===== config.mk =====
export PLATFORM = sky130hd
export DESIGN_NAME = pattern_gen
export DESIGN_NICKNAME = d
export VERILOG_FILES = /design/src/rtl/pattern_gen.sv
export SDC_FILE = /design/constraint.sdc
export NUM_CORES = 1
export LEC_CHECK = 0
export CAP_MARGIN = 20
export CORE_MARGIN = 2
export CORE_UTILIZATION = 35
export CTS_BUF_LIST = sky130_fd_sc_hd__clkbuf_8
export CTS_CLUSTER_DIAMETER = 30
export DETAILED_ROUTE_END_ITERATION = 8
export GPL_TIMING_DRIVEN = 0
export PLACE_DENSITY_LB_ADDON = 0.05
export SYNTH_ARGS = -nofsm -noshare
export SYNTH_HDL_FRONTEND = slang
export SYNTH_SLANG_ARGS = --single-unit

===== constraint.sdc =====
create_clock -name clki -period 3.6 [get_ports clki]
set_input_delay 0.54 -clock clki [delete_from_list [all_inputs] [get_ports clki]]
set_output_delay 0.54 -clock clki [all_outputs]
set_load 0.1 [all_outputs]

===== src/rtl/pattern_gen.sv =====
// Streaming test-pattern generator: one pixel per valid request, one cycle of latency.
// The mode and the scroll offset change only on the (0,0) pixel, which is also the frame boundary.
module pattern_gen #(
    parameter int                  C_x_bits      = 7,
    parameter int                  C_y_bits      = 8,
    parameter int                  C_square_log2 = 3,
    parameter logic [C_x_bits-1:0] C_scroll_step = {{(C_x_bits-1){1'b0}}, 1'b1},
    parameter int                  C_frame_bits  = 8
) (
    input  logic                    clki,
    input  logic                    resn,
    input  logic [C_x_bits-1:0]     x,
    input  logic [C_y_bits-1:0]     y,
    input  logic                    valid,
    input  logic [1:0]              mode,
    input  logic                    mode_stb,
    input  logic                    scroll_en,
    input  logic [15:0]             color_a,
    input  logic [15:0]             color_b,
    output logic [15:0]             color,
    output logic                    color_valid,
    output logic                    frame_start,
    output logic [C_frame_bits-1:0] frame_cnt
);

    typedef enum logic [1:0] {
        MODE_CHECKER  = 2'd0,
        MODE_SOLID    = 2'd1,
        MODE_BARS     = 2'd2,
        MODE_GRADIENT = 2'd3
    } mode_t;

    mode_t                   pending_mode_q, pending_mode_d;
    mode_t                   active_mode_q, active_mode_d;
    logic [C_x_bits-1:0]     offset_q, offset_d;
    logic [C_frame_bits-1:0] frame_cnt_q, frame_cnt_d;
    logic [15:0]             color_q, color_d;
    logic                    color_valid_q, color_valid_d;
    logic                    frame_start_q, frame_start_d;

    logic                    boundary;
    logic [C_x_bits-1:0]     xs;
    logic [15:0]             pixel;

    function automatic logic [15:0] bar_color(input logic [2:0] idx);
        logic [15:0] c;
        case (idx)
            3'd0:    c = 16'hFFFF;
            3'd1:    c = 16'hFFE0;
            3'd2:    c = 16'h07FF;
            3'd3:    c = 16'h07E0;
            3'd4:    c = 16'hF81F;
            3'd5:    c = 16'hF800;
            3'd6:    c = 16'h001F;
            default: c = 16'h0000;
        endcase
        return c;
    endfunction

    always_comb begin
        boundary       = valid && (x == '0) && (y == '0);
        pending_mode_d = mode_stb ? mode_t'(mode) : pending_mode_q;
        active_mode_d  = active_mode_q;
        offset_d       = offset_q;
        frame_cnt_d    = frame_cnt_q;

        // The boundary pixel already sees the new mode/offset, including a same-cycle strobe.
        if (boundary) begin
            active_mode_d = pending_mode_d;
            frame_cnt_d   = frame_cnt_q + C_frame_bits'(1);
            if (scroll_en) begin
                offset_d = offset_q + C_scroll_step;
            end
        end

        xs = x + offset_d;

        case (active_mode_d)
            MODE_CHECKER:  pixel = (xs[C_square_log2] ^ y[C_square_log2]) ? color_a : color_b;
            MODE_SOLID:    pixel = color_a;
            MODE_BARS:     pixel = bar_color(xs[C_x_bits-1 -: 3]);
            default:       pixel = {xs[C_x_bits-1 -: 5], y[C_y_bits-1 -: 6], 5'b0};
        endcase

        color_d       = valid ? pixel : color_q;
        color_valid_d = valid;
        frame_start_d = boundary;
    end

    always_ff @(posedge clki or negedge resn) begin
        if (!resn) begin
            pending_mode_q <= MODE_CHECKER;
            active_mode_q  <= MODE_CHECKER;
            offset_q       <= '0;
            frame_cnt_q    <= '0;
            color_q        <= 16'h0000;
            color_valid_q  <= 1'b0;
            frame_start_q  <= 1'b0;
        end else begin
            pending_mode_q <= pending_mode_d;
            active_mode_q  <= active_mode_d;
            offset_q       <= offset_d;
            frame_cnt_q    <= frame_cnt_d;
            color_q        <= color_d;
            color_valid_q  <= color_valid_d;
            frame_start_q  <= frame_start_d;
        end
    end

    assign color       = color_q;
    assign color_valid = color_valid_q;
    assign frame_start = frame_start_q;
    assign frame_cnt   = frame_cnt_q;

    // Low coordinate bits only matter for some modes/parameterisations.
    logic unused_bits;
    assign unused_bits = ^{xs, y};

endmodule


==> results.toml <==
[status]
status = "completed"

[pwr]
power_frac_clock = 0.283
seq_power_share = 0.354
totalPowerFinal_mw = 1.291
power_density_nw_per_um2 = 366.9
peakVddDrop_mv = 0.2378
p_leak_nw = 1.596
p_int_mw = 0.8207
p_comb_frac = 0.363
power_switching_mw = 0.4706
switching_share = 0.3644

[sta]
worstMarginPinSlew_ns = 0.9937
fin_crit_ns = 3.492
report.final.slew_viol_count = 0
max_slew_margin = 0.3355
skew_ns = 0.01256
min_period_over_period = 0.9701
fin_tns_setup_ns = 0
timing.fmax_mhz = 286.3
finalHoldViolCount = 0
setup_viol = 0

[hold_path]
hold_path_class = "in2async"

[clock_network]
cts_buffers = 5
cts_max_level = 2
cts.sinks = 37
clk_pin_slew_ns = 0.08
cts_tree = "done"
cts_hold_buffers = 0
clock_latency_ns = 0.29
cts_root_buffer = "clkbuf_8"
clk_path_buf_depth = 2

[detailed_routing]
drc = 0
firstDrtPassIters = 4
drt.antenna.violating_nets = 0
vias = 1967
first_iter_violations = 56
avgViaCountPerCell = 5.149
routed_wirelength_um = 5979
routedWlPerCell_um = 15.65

[setup_path]
crit_path_cell_trace = "clkdlybuf4s50_1 > nor4_2 > and4_4 > and2_4 > mux2_4 > ha_4 > nand4_1 > and3b_2 > o21ai_1 > xnor2_1 > nor2b_4 > o21bai_2 > a221oi_2"
worst_r2r_endpoint = "color[14]"
cp-endpoint = "color[14]"
rr_worst_depth = 10
path_class = "in2reg"
max_stage_delay_ns = 0.44
reg2reg_slack_ns = 0.86
cp.arrival_ns = 3.69
worstPathRequired_ns = 3.80
cp-end-kind = "flop"
worstReg2RegStart = "offset_q[0]"
startpoint = "y[7]"
cp_max_fo = 5
critPathLaunchType = "input pin"
slowest_stage = "clkdlybuf4s50_1"

[synth]
synthCells = 207
async_flop_share = 1.000
yosysSeqAreaShare = 0.4317
synth_area_um2 = 2145
ys_ff_latch = 37
yosysMostFrequentCell = "dfrtp_1"
synth.largest_area_cell = "dfrtp_1"
synth_common_cells = "37 x dfrtp_1, 25 x nand2_1, 18 x xnor2_1"
synth_edf_count = 0
synth_top_area_frac = 0.4317
syn_avg_cell_area_um2 = 10.36
synth_cell_types = 40
synth_area_leaders = "dfrtp_1 43%, xnor2_1 7.4%, ha_1 4.7%, nand2_1 4.4%, a21oi_1 2.8%"
postSynthNetCount = 269
synthFlopType = "dfrtp_1"
ys_warn_count = 0

[floorplanning]
die_h_um = 82.28
die_area_um2 = 6769
die_w_um = 82.28
io-pin-count = 80
rows = 28
start_util = 0.3622
core-area_um2 = 5921

[global_routing]
globalRouteOverflowTotal = 0
antenna_found_initial = 0
first_global_vias = 1865
grt_usage = 0.1754
grt_pass1_wl_um = 8997
grt_max_degree = 38

[placed_design]
portBuffers = 79
place_congestion = 0.7609
post-dp-hpwl_um = 4150

[final_layout]
n_antenna_cell = 0
nets = 368
drive_gt1_frac = 0.2671
area_growth_pct = 64.12
nFillCells = 521

[flow_run]
max_cap_violations = 0
## routing by layer
layer / global-route usage / routed length, um / vias to the layer above
li1: - / - / 967
met1: 0.2257 / 2635 / 940
met2: 0.2935 / 2950 / 54
met3: 0.04457 / 330 / 6
met4: 0.04500 / 63 / 0
met5: 0 / 0 / -
## power groups by stage
| stage | registers [mW] | logic, mW | clock network (mW) |
|---|---|---|---|
| after detailed placement | 0.465 | 0.425 | 0 |
| final | 0.458 | 0.469 | 0.365 |
| after floorplan | 0.650 | 0.0923 | 0 |
| after global placement | 0.465 | 0.424 | 0 |
| after CTS | 0.458 | 0.442 | 0.373 |
| after global routing | 0.461 | 0.491 | 0.388 |
## what timing repair did
action | 4_1_cts | 5_1_grt
buffers inserted | 4 | 11
pin swaps | 8 | 17
gates resized for setup | 27 | 27
setup endpoints to repair | 16 | 16
gates cloned | 0 | 1
## kinds of logic after synthesis
family,Yosys count,share of synthesized area
xor+xnor,22,0.08985
buf+inv,14,0.03092
simple gates,61,0.1552
fa+ha+maj,8,0.04668
compound gates,52,0.1704
flops,37,0.4317
mux,13,0.07526
## state kept, by name, summed over array words and instances (netlist names)
| signal | cells |
|---|---|
| active_mode_q | 2 |
| pending_mode_q | 2 |
| color_valid | 1 |
| frame_cnt | 8 |
| offset_q | 7 |
| color | 16 |
| frame_start | 1 |
## how the worst min path moves through the flow
stage / slack, ns / depth (start not counted) / start / endpoint
final: 0.34 / 1 / resn / frame_cnt[7]
after global routing: 0.41 / 1 / resn / pending_mode_q[1]
after CTS: 0.36 / 1 / resn / frame_cnt[5]
after detailed placement: 0.47 / 1 / frame_cnt[7] / frame_cnt[7]
after global placement: 0.47 / 1 / frame_cnt[7] / frame_cnt[7]
after floorplan: 0.24 / 0 / resn / active_mode_q[0]
## cells in the final DEF (no fill, tap or decap), types with 7 or more instances in the layout
master,synthesis,routed
nor2_1,7,7
xnor2_1,18,11
dfrtp_1,37,37
nand4_1,9,9
o22ai_1,9,9
clkdlybuf4s50_1,0,69
nand2_1,25,22
buf_4,1,13
dlymetal6s2s_1,0,9
## worst max-delay path, delay by kind of cell
kind | cells | cell delay [ns]
compound gates | 3 | 0.55
buf+inv | 1 | 0.44
xor+xnor | 1 | 0.21
fa+ha+maj | 1 | 0.27
simple gates | 6 | 1.33
mux | 1 | 0.33
## layout make-up
cell class / instances / area, um2 / area share
multi-input cells: 157 / 1381 / 0.3925
plain buffers: 6 / 38.79 / 0.01102
inverters: 5 / 18.77 / 0.005332
repair buffers: 94 / 945.9 / 0.2688
flip-flops and latches: 37 / 925.9 / 0.2631
clock buffers: 5 / 68.82 / 0.01955
well taps: 75 / 93.84 / 0.02666
clock inverters: 3 / 46.29 / 0.01315
## stage by stage
step	setup slack [ns]	cells	utilization	instance area, um2	hold WS [ns]
2_1_floorplan	0.1461	207	-	2145	0.2444
4_1_cts	0.004555	371	0.5566	3296	0.3599
6_report	0.1077	382	0.5945	3520	0.3400
3_3_place_gp	-0.9657	361	0.5116	3029	0.4651
3_5_place_dp	-1.058	361	0.5108	3024	0.4651
5_1_grt	-0.02559	382	0.5945	3520	0.4061
No activity file was read; power rests on OpenSTA's default activity.
